### src/rtl/fetch_unit.sv
// rtl/fetch_unit.sv - fetch stage: PC generation, credit-limited imem requests, response FIFO to IF/ID
// Redirects flush the buffered path and count stale in-flight responses to be dropped.
module fetch_unit #(
   parameter logic [31:0] RESET_PC   = 32'h0000_0000,
   parameter int          FIFO_DEPTH = 2
) (
   input  logic        clk,
   input  logic        reset_n,
   output logic        imem_req_valid,
   input  logic        imem_req_ready,
   output logic [31:0] imem_req_addr,
   input  logic        imem_rsp_valid,
   input  logic [31:0] imem_rsp_data,
   input  logic        redirect,
   input  logic [31:0] redirect_pc,
   input  logic        stallD,
   output logic        validF,
   output logic [31:0] InstrF,
   output logic [31:0] PCF,
   output logic [31:0] PCPlus4F
);

   localparam int AW = $clog2(FIFO_DEPTH);
   localparam int CW = AW + 1;
   localparam logic [CW:0] DEPTH_C = (CW+1)'(FIFO_DEPTH);
   localparam logic [31:0] NOP = 32'h0000_0013;

   logic [31:0]   fetch_pc;
   logic [CW-1:0] outstanding;
   logic [CW-1:0] discard_cnt;
   logic [CW-1:0] fifo_count;
   logic [AW-1:0] pcq_wr, pcq_rd, fifo_wr, fifo_rd;
   logic [31:0]   pcq       [FIFO_DEPTH];
   logic [31:0]   fifo_pc   [FIFO_DEPTH];
   logic [31:0]   fifo_data [FIFO_DEPTH];

   logic [CW:0] credit_used;
   logic        issue;
   logic        rsp_drop;
   logic        fifo_push;
   logic        fifo_pop;

   // Credits cover both in-flight requests and buffered words, so a push can never find the FIFO full.
   assign credit_used    = {1'b0, outstanding} + {1'b0, fifo_count};
   assign imem_req_valid = reset_n && !redirect && (credit_used < DEPTH_C);
   assign imem_req_addr  = fetch_pc;
   assign issue          = imem_req_valid && imem_req_ready;
   assign rsp_drop       = imem_rsp_valid && (discard_cnt != '0);
   assign fifo_push      = imem_rsp_valid && !rsp_drop && !redirect;
   assign validF         = (fifo_count != '0);
   assign fifo_pop       = validF && !stallD && !redirect;

   assign InstrF   = validF ? fifo_data[fifo_rd] : NOP;
   assign PCF      = validF ? fifo_pc[fifo_rd] : 32'h0;
   assign PCPlus4F = validF ? fifo_pc[fifo_rd] + 32'd4 : 32'h0;

   always_ff @(posedge clk or negedge reset_n) begin
      if (!reset_n) begin
         fetch_pc    <= RESET_PC;
         outstanding <= '0;
         discard_cnt <= '0;
         fifo_count  <= '0;
         pcq_wr      <= '0;
         pcq_rd      <= '0;
         fifo_wr     <= '0;
         fifo_rd     <= '0;
      end else begin
         case ({issue, imem_rsp_valid})
            2'b10:   outstanding <= outstanding + CW'(1);
            2'b01:   outstanding <= outstanding - CW'(1);
            default: outstanding <= outstanding;
         endcase
         if (redirect) begin
            // Everything still in flight is older than the new path; a response landing now is dropped too.
            fetch_pc    <= redirect_pc;
            discard_cnt <= outstanding - CW'(imem_rsp_valid);
            fifo_count  <= '0;
            pcq_wr      <= '0;
            pcq_rd      <= '0;
            fifo_wr     <= '0;
            fifo_rd     <= '0;
         end else begin
            if (issue) begin
               fetch_pc <= fetch_pc + 32'd4;
               pcq_wr   <= pcq_wr + AW'(1);
            end
            if (rsp_drop)
               discard_cnt <= discard_cnt - CW'(1);
            if (fifo_push) begin
               pcq_rd  <= pcq_rd + AW'(1);
               fifo_wr <= fifo_wr + AW'(1);
            end
            if (fifo_pop)
               fifo_rd <= fifo_rd + AW'(1);
            case ({fifo_push, fifo_pop})
               2'b10:   fifo_count <= fifo_count + CW'(1);
               2'b01:   fifo_count <= fifo_count - CW'(1);
               default: fifo_count <= fifo_count;
            endcase
         end
      end
   end

   always_ff @(posedge clk) begin
      if (issue)
         pcq[pcq_wr] <= fetch_pc;
      if (fifo_push) begin
         fifo_pc[fifo_wr]   <= pcq[pcq_rd];
         fifo_data[fifo_wr] <= imem_rsp_data;
      end
   end

endmodule

### config.mk
export PLATFORM = sky130hd
export DESIGN_NAME = fetch_unit
export DESIGN_NICKNAME = d
export VERILOG_FILES = /design/src/rtl/fetch_unit.sv
export SDC_FILE = /design/constraint.sdc
export NUM_CORES = 1
export LEC_CHECK = 0
export CAP_MARGIN = 20
export CORE_UTILIZATION = 30
export DETAILED_ROUTE_END_ITERATION = 10
export PLACE_DENSITY = 0.59
export SETUP_SLACK_MARGIN = 0.2
export SYNTH_ARGS = -nofsm -noshare
export SYNTH_HDL_FRONTEND = slang
export SYNTH_SLANG_ARGS = --single-unit
export TNS_END_PERCENT = 30
### constraint.sdc
create_clock -name clk -period 10.9 [get_ports clk]
set_input_delay 2.18 -clock clk [delete_from_list [all_inputs] [get_ports clk]]
set_output_delay 2.18 -clock clk [all_outputs]
set_load 0.01 [all_outputs]
# Yosys cells after proc, flatten, opt, wreduce, memory -nomap -nowiden
# Memory sizes are Yosys's and may differ from the RTL's.
# Cells that the tools add are included.
dict set report op_classes {
  muxes 22
  n_lt_le_gt_ge 1
  n_eq_ne 4
  addsub 13
  n_reduce_logical 19
}
# cell n
set op_table {}
lappend op_table {{32-bit 2-to-1 mux} 5}
lappend op_table {{32-bit by 3-bit adder with 32-bit output (second input constant)} 2}
lappend op_table {{2-bit nonzero test} 7}
lappend op_table {{1-bit 2-to-1 mux} 12}
lappend op_table {{1-bit logical AND} 8}
lappend op_table {{2-bit case mux with 2 select lines} 2}
lappend op_table {{2-bit 2-to-1 mux} 3}
lappend op_table {{2-bit by 1-bit subtractor with 2-bit output (second input constant)} 3}
lappend op_table {{1-bit adder (second input constant)} 4}
lappend op_table {{2-bit by 1-bit adder with 2-bit output (second input constant)} 2}
lappend op_table {{2-bit by 1-bit == test with 1-bit output (second input constant)} 2}
lappend op_table {{2-bit == test (second input constant)} 2}
lappend op_table {{2-bit by 2-bit adder with 3-bit output} 1}
lappend op_table {{1-bit zero test} 3}
lappend op_table {{3-bit by 2-bit less-than comparator with 1-bit output (second input constant)} 1}
lappend op_table {{3-bit nonzero test} 1}
lappend op_table {{2-bit by 1-bit subtractor with 2-bit output} 1}
dict set report word_totals {
  inputBits 70
  out_inout_bits 130
  elab_cells 70
  reg_bits 42
  ram_bits 192
  memories 3
}
# name depth width rd rd_clocked_by_memory_dff write_ports line_no
set mem_list {}
lappend mem_list {fifo_data 2 32 1 0 1 35} ;# logic [31:0] fifo_data [FIFO_DEPTH];
lappend mem_list {fifo_pc 2 32 1 0 1 34} ;# logic [31:0] fifo_pc [FIFO_DEPTH];
lappend mem_list {pcq 2 32 1 0 1 33} ;# logic [31:0] pcq [FIFO_DEPTH];

# Longest topological paths before layout
# Gate-level depths: netlist (run 1).
dict set report depth {
  word_depth 8
  mapped_depth 12
  depth_no_buf 9
}

# Worst setup path before layout (run 1)
# OpenSTA, ideal clock, no wires.
dict set report synth_timing {
  kind {input to register}
  startpoint {input redirect}
  endpoint {memory fifo_data[1][0] (enable)}
  t_arrival_ps 7295
  path_slack_ps 3027
  cell_stages 3
  setup_ps 578
  n_path_buf 2
  required_ps 10322
  path_cell_list {clkbuf_1 > clkbuf_1 > nor3b_1}
}
dict set report synth_via {
  elab_chain_cells 4
}
# item line_no
set synth_lines {}
lappend synth_lines {{from (decl)} 14} ;# input logic redirect,
lappend synth_lines {{1-bit zero test} 49} ;# assign fifo_push = imem_rsp_valid && !rsp_drop && !redirect;
lappend synth_lines {{1-bit logical AND} 49}
lappend synth_lines {{1-bit 2-to-1 mux} 107} ;# if (fifo_push) begin
lappend synth_lines {{1-bit 2-to-1 mux (implied by the code)} 109} ;# fifo_data[fifo_wr] <= imem_rsp_data;
lappend synth_lines {{to (decl)} 35}
# Every way passes these cells.

# Final worst setup path (run 1)
dict set report layout_timing {
  startpoint {register fifo_rd}
  endpoint {output PCPlus4F[30]}
}
dict set report layout_via {
  elab_chain_cells 3
}
# item line_no
set layout_lines {}
lappend layout_lines {{from (decl)} 32} ;# logic [AW-1:0] pcq_wr, pcq_rd, fifo_wr, fifo_rd;
lappend layout_lines {{from (signal assigned)} 94} ;# fifo_rd <= fifo_rd + AW'(1);
lappend layout_lines {{memory read 2 x 32 bit} n/a}
lappend layout_lines {{32-bit by 3-bit adder with 32-bit output} 55} ;# assign PCPlus4F = validF ? fifo_pc[fifo_rd] + 32'd4 : 32'h0;
lappend layout_lines {{32-bit 2-to-1 mux} 55}
lappend layout_lines {{to (decl)} 20} ;# output logic [31:0] PCPlus4F
# Every way passes these cells.

==> results.ini, run 1 <==
[clock_tree]
cts.sinks = 234
root_buffer = clkbuf_16
clk_pin_slew_worst_paths_ps = 60
cts-resized-gates = 0
clk_latency_ps = 520
hold_buffers = 0
cts_buffer_depth = 3
post_cts_buffers = 0
htree_levels = 1
cts_tree = yes
cts_made_buffers = 26

[global_route]
grt-ovfl-total = 0
grt_pass1_vias = 7140
grt_max_degree = 81
grt_util_all_layers = 0.1476
grt_pass1_wl_mm = 41.51
antenna_found_initial = 0

[critical_path]
cp_top_family = buffers and inverters
path_cells = buf_4 > nand3_1 > a221oi_1 > nand4b_1 > o31a_1 > nor3_1 > clkdlybuf4s50_1
slowest_delay_ps = 790
crit_required_ps = 8720
crit_path_start_kind = register
path_max_fanout = 73
end_kind = primary output
arrival_ps = 4350
crit_type = reg2out
r2r_cells = 9
crit_slowest_cell = buf_4
path_buf_inv = 2
worst-path-stages = 7

[timing]
drv_slew = 0
rsz0062_at_grt = false
period_share = 0.5992
hold_viol_final = 0
fin_crit_ps = 6531
worst_slew_pin_slew_ps = 996.5
fin_skew_ps = 9.589
slew_headroom = 0.3357
fmax_mhz = 153.1
setup_violations = 0
tns_ps = 0

[min_path]
hold_path_class = reg2reg
hold_depth = 0

[placement]
gp_congestion = 0.7998
port-buffer-count = 199
place_hpwl_mm = 17.83
dpl_cell_area_sq_mm = 0.01308

[floorplanning]
coreArea_sq_mm = 0.03463
die_h_um = 189.8
die_w_um = 189.8
ios = 200
fp-row-count = 68
initial_utilization = 0.3056
die_area_sq_mm = 0.03603

[logic_synthesis]
syn_nets = 894
yosys.cell_types.count = 57
yosys_most_used_dff = edfxtp_1
postSynthAreaPerCell_sq_um = 12.94
synth_enable_flop_cells = 192
synth.ff_latch_count = 234
yosys_warnings = 0
syn_inst = 818
synthesis.area_sq_mm = 0.01058
synthArstFlopShare = 0.1795
yosysSeqAreaShare = 0.6441

[power_and_ir_drop]
irDropWorstVdd_mv = 0.1052
power.density_mw_per_mm2 = 183.2
leakagePower_nw = 4.652

[cells_and_area]
drive_gt1_frac = 0.1042
area_delta_synth_final_pct = 31.41
n_fill_cell = 3262
nNetsFinal = 1094
n_antenna_cell = 0
postLayoutCellArea_sq_mm = 0.01391

[drt]
dr.first_iter.drc_count = 451
avgViaCountPerCell = 4.902
wire_per_inst_um = 17.68
drcViolationCount = 0
first_pass_iters = 7
num_vias = 7309
finalWirelength_mm = 26.36
ant_nets = 0

[run]
max-cap-violations = 0

[run_status]
run_status = finished clean

## power breakdown
part | internal, W | switching, W
clock | 0.000503 | 0.000340
combinational | 0.000271 | 0.000284
sequential | 0.00107 | 0.0000762
## cells by family (layout without fill, tap and decap cells)
family / after synthesis / count (layout) / synth area share
compound gates: 108 / 108 / 0.06881
xor+xnor: 23 / 23 / 0.01904
simple gates: 296 / 296 / 0.1394
flops: 234 / 234 / 0.6441
mux: 101 / 101 / 0.1004
buf+inv: 50 / 268 / 0.02045
fa+ha+maj: 6 / 6 / 0.007803
## cell usage after synthesis, drive strengths merged (3+ instances only)
library cell	n	area share
nand4	18	0.011
o311ai	7	0.0058
xnor2	15	0.012
a32oi	4	0.0033
nand3b	7	0.0061
nand2b	5	0.0030
mux2i	60	0.057
nand3	37	0.018
clkbuf	20	0.0071
a21o	3	0.0021
xor2	8	0.0066
o31ai	4	0.0028
nor4	6	0.0050
inv	9	0.0032
a22oi	3	0.0021
or4	3	0.0021
o211ai	8	0.0057
nand2	65	0.023
o31a	4	0.0033
mux2	41	0.044
a221o	5	0.0047
a21oi	13	0.0061
nor3b	6	0.0043
nor3	10	0.0052
o21ai	37	0.017
nand4b	5	0.0041
buf	21	0.010
and4	3	0.0025
or3	3	0.0018
dfrtp	42	0.099
nor2	99	0.035
and2	11	0.0065
nor2b	7	0.0041
and3	8	0.0047
edfxtp	192	0.54
a41oi	4	0.0033
a32o	3	0.0028
a31oi	6	0.0035
ha	5	0.0059
## area by class of cell
| cell class | instances | area, sq um | share of cell area |
|---|---|---|---|
| multi-input cells | 534 | 3570 | 0.2567 |
| clock buffers | 31 | 700.7 | 0.05038 |
| clock inverters | 15 | 126.4 | 0.009087 |
| repair buffers | 213 | 2087 | 0.1501 |
| inverters | 9 | 33.78 | 0.002429 |
| well taps | 455 | 569.3 | 0.04094 |
| flip-flops and latches | 234 | 6820 | 0.4904 |
## layer usage
metal	track usage	routed length, um	vias to the layer above
met5	0	0	-
met4	0.03629	565	0
li1	-	-	3495
met3	0.02675	1721	36
met1	0.2195	12850	3510
met2	0.2206	11230	268
## final timing paths
kind	slack, ps	to	from
max in group asynchronous	8690	fifo_rd	reset_n
worst min register to register	510	pcq[0][1]	imem_req_addr[1]
worst max-delay path	4370	PCPlus4F[30]	fifo_rd
worst max register to register	7070	imem_req_addr[10]	fifo_count[0]
worst min-delay path	510	pcq[0][1]	imem_req_addr[1]
min in group asynchronous	1740	imem_req_addr[26]	reset_n
## per-stage QoR
step | total power (W) | util | setup WS, ps | cells | hold WS [ps]
detailed placement | 0.001731 | 0.3777 | 4839 | 1445 | 514.1
CTS | 0.002586 | 0.4016 | 4233 | 1491 | 525.5
global placement | 0.001725 | 0.3777 | 4834 | 1445 | 503.8
global route | 0.002678 | 0.4016 | 3994 | 1491 | 539.3
floorplan | 0.001459 | - | 3027 | 818 | 497.3
finish | 0.002547 | 0.4016 | 4369 | 1491 | 513.9
## cell usage in the layout, fill, tap and decap left out, types with 6 or more instances in the layout
cell,count
xnor2_1,15
a21oi_1,13
edfxtp_1,192
mux2i_1,60
nand3b_1,6
nor3_1,8
o211ai_1,8
a31oi_1,6
mux2_2,39
o311ai_0,7
clkinv_2,10
nand3_1,36
xor2_1,8
nand4_1,17
clkbuf_16,27
and3_1,8
nor2_1,97
dfrtp_1,41
nor2b_1,7
clkdlybuf4s50_1,197
o21ai_0,37
and2_1,11
inv_1,9
buf_4,14
nand2_1,65
## registers in the layout (all words and copies together), names as in the netlist
name	cells
fifo_rd	1
discard_cnt	2
fifo_data	64
fifo_pc	64
fifo_wr	1
fifo_count	2
pcq_rd	1
imem_req_addr	32
outstanding	2
pcq_wr	1
pcq	64
Power figures use the tool's default switching activity.
==> inputs of run 2 (changes only) <==
- PLACE_DENSITY: 0.59 -> 0.61
- clock period: 10.9 -> 5.45 ns (I/O delays scaled with it)
==> run 2 against run 1 <==
Critical path depth did not move; core utilization barely moved; clock-buffer cell count rose by 4; cell count barely moved; via count fell by 1.1%; register-to-register slack got worse by 5000 ps; first-iteration DRC count fell by 14%; total power rose by 99%; die area did not move; flip-flop and latch count did not move; clock power rose by 96%; largest power group unchanged.
==> results.ini, run 2 (same netlist as run 1, synthesis figures left out) <==
[cells_and_area]
reg_top3 = fifo_data: 64 flops, fifo_pc: 64 flops, pcq: 64 flops  ; unchanged
mostFrequentLayoutCells = 197 x clkdlybuf4s50_1, 192 x edfxtp_1, 97 x nor2_1, 65 x nand2_1, 60 x mux2i_1  ; unchanged
n_fill_cell = 3271  ; was 3262
nNetsFinal = 1095  ; was 1094
area_delta_synth_final_pct = 31.46  ; was 31.41%
drive_gt1_frac = 0.09836  ; was 0.1042
n_antenna_cell = 0  ; unchanged
final_common_cell = clkdlybuf4s50_1  ; unchanged

[clock_tree]
cts_buffer_depth = 3  ; unchanged
cts-resized-gates = 0  ; unchanged
clk_latency_ps = 510  ; was 520 ps
hold_buffers = 0  ; unchanged
root_buffer = clkbuf_16  ; unchanged
post_cts_buffers = 0  ; unchanged
htree_levels = 1  ; unchanged
cts.sinks = 234  ; unchanged
cts_tree = yes  ; unchanged
clk_pin_slew_worst_paths_ps = 60  ; about the same
cts_made_buffers = 25  ; was 26

[power_and_ir_drop]
power.density_mw_per_mm2 = 364.2  ; was 183.2 mW/mm^2
leakagePower_nw = 4.643  ; was 4.652 nW
irDropWorstVdd_mv = 0.1917  ; was 0.1052 mV

[drt]
ant_nets = 0  ; unchanged
wire_per_inst_um = 17.60  ; was 17.68 um
num_vias = 7232  ; was 7309
finalWirelength_mm = 26.26  ; was 26.36 mm
first_pass_iters = 5  ; was 7
drcViolationCount = 0  ; unchanged
dr.first_iter.drc_count = 387  ; was 451
avgViaCountPerCell = 4.847  ; was 4.902

[timing]
fin_skew_ps = 10.03  ; was 9.589 ps
hold_viol_final = 0  ; unchanged
slew_headroom = 0.4156  ; was 0.3357
fmax_mhz = 208.3
worst_slew_pin_slew_ps = 876.6  ; was 996.5 ps
tns_ps = 0  ; unchanged
rsz0062_at_grt = false  ; unchanged
period_share = 0.8807
fin_hold_ws_ps = 494.4  ; was 513.9 ps
drv_slew = 0  ; unchanged
fin_crit_ps = 4800
setup_violations = 0  ; unchanged

[critical_path]
end_kind = primary output  ; unchanged
crit_type = reg2out  ; unchanged
crit_path_start_kind = register  ; unchanged
crit_start = fifo_rd  ; unchanged
arrival_ps = 3710  ; was 4350 ps
crit_required_ps = 4360  ; was 8720 ps
reg2reg_from = fifo_count[0]  ; unchanged
path_max_fanout = 66  ; was 73

[run_status]
run_status = finished clean  ; unchanged

[floorplanning]
ios = 200  ; unchanged
die_area_sq_mm = 0.03603  ; unchanged
coreArea_sq_mm = 0.03463  ; unchanged
initial_utilization = 0.3056  ; unchanged
die_h_um = 189.8  ; unchanged
die_w_um = 189.8  ; unchanged
fp-row-count = 68  ; unchanged

[placement]
place_hpwl_mm = 18.12  ; was 17.83 mm
port-buffer-count = 199  ; unchanged
gp_congestion = 0.8009  ; was 0.7998

[min_path]
hold_start = imem_req_addr[1]  ; unchanged
hold_path_class = reg2reg  ; unchanged

[global_route]
antenna_found_initial = 0  ; unchanged
grt-ovfl-total = 0  ; unchanged
grt_util_all_layers = 0.1441  ; was 0.1476
grt_pass1_wl_mm = 40.85  ; was 41.51 mm
grt_pass1_vias = 7047  ; was 7140
grt_max_degree = 81  ; unchanged

[run]
max-cap-violations = 0  ; unchanged

==> run 2: cell types whose count changed in the layout (fill, tap and decap cells not counted) <==
cell,change
buf_12,+1
buf_4,+1
bufinv_16,+1
clkbuf_1,+6
clkbuf_16,-2
clkinv_1,+1
clkinv_2,-7
nor3b_2,-1
nor3b_4,+1
==> run 2: final timing paths <==
check | to | slack, ps | depth (start not counted)
max in group asynchronous | fifo_rd | 4240 | 2
hold / removal | pcq[0][1] | 490 | 0
min in group asynchronous | imem_req_addr[26] | 730 | 2
setup reg to reg | imem_req_addr[25] | 2120 | 8
setup / recovery | PCPlus4F[28] | 650 | 7
hold reg to reg | pcq[0][1] | 490 | 0
==> run 2: area by class of cell <==
type	count	area [sq um]	share of cell area
Timing Repair Buffer	215	2115	0.1520
Clock inverter	10	125.1	0.008994
Inverter	9	33.78	0.002428
Tap cell	455	569.3	0.04092
Sequential cell	234	6820	0.4902
Clock buffer	35	673.1	0.04839
Multi-Input combinational cell	534	3576	0.2570
==> run 2: worst max-delay path, cell delays in order (launching register included) <==
cell	delay [ps]
dfrtp_4	830
buf_12	390
nand3_1	150
a22oi_1	380
nand4_1	240
o31a_1	290
nor3_1	280
clkdlybuf4s50_1	600
==> run 2: per-layer routing <==
| metal | track usage | vias to the layer above | share of wire |
|---|---|---|---|
| li1 | - | 3490 | - |
| met1 | 0.2192 | 3451 | 0.49 |
| met2 | 0.2136 | 258 | 0.43 |
| met3 | 0.02398 | 33 | 0.056 |
| met4 | 0.03071 | 0 | 0.020 |
| met5 | 0 | - | 0 |
==> run 2: where the power goes <==
part           switching (W)  internal, W
Sequential          0.000141      0.00215
Combinational       0.000583     0.000544
Clock               0.000651      0.00100
==> run 2: through the flow <==
| stage | utilization | std cells | instance area (sq um) | setup WS (ps) | power [W] |
|---|---|---|---|---|---|
| 2_1_floorplan | - | 818 | 10590 | -1023 | 0.002916 |
| 3_3_place_gp | 0.3787 | 1447 | 13110 | 1188 | 0.003446 |
| 3_5_place_dp | 0.3787 | 1447 | 13110 | 1159 | 0.003463 |
| 4_1_cts | 0.4018 | 1492 | 13910 | 594.5 | 0.005134 |
| 5_1_grt | 0.4018 | 1492 | 13910 | 375.1 | 0.005299 |
| 6_report | 0.4018 | 1492 | 13910 | 650.1 | 0.005066 |
==> inputs of run 3 (changes only) <==
- SLEW_MARGIN: default -> 5
==> results of run 3 <==
Final layout, timing and power as in run 2 (identical DEF).
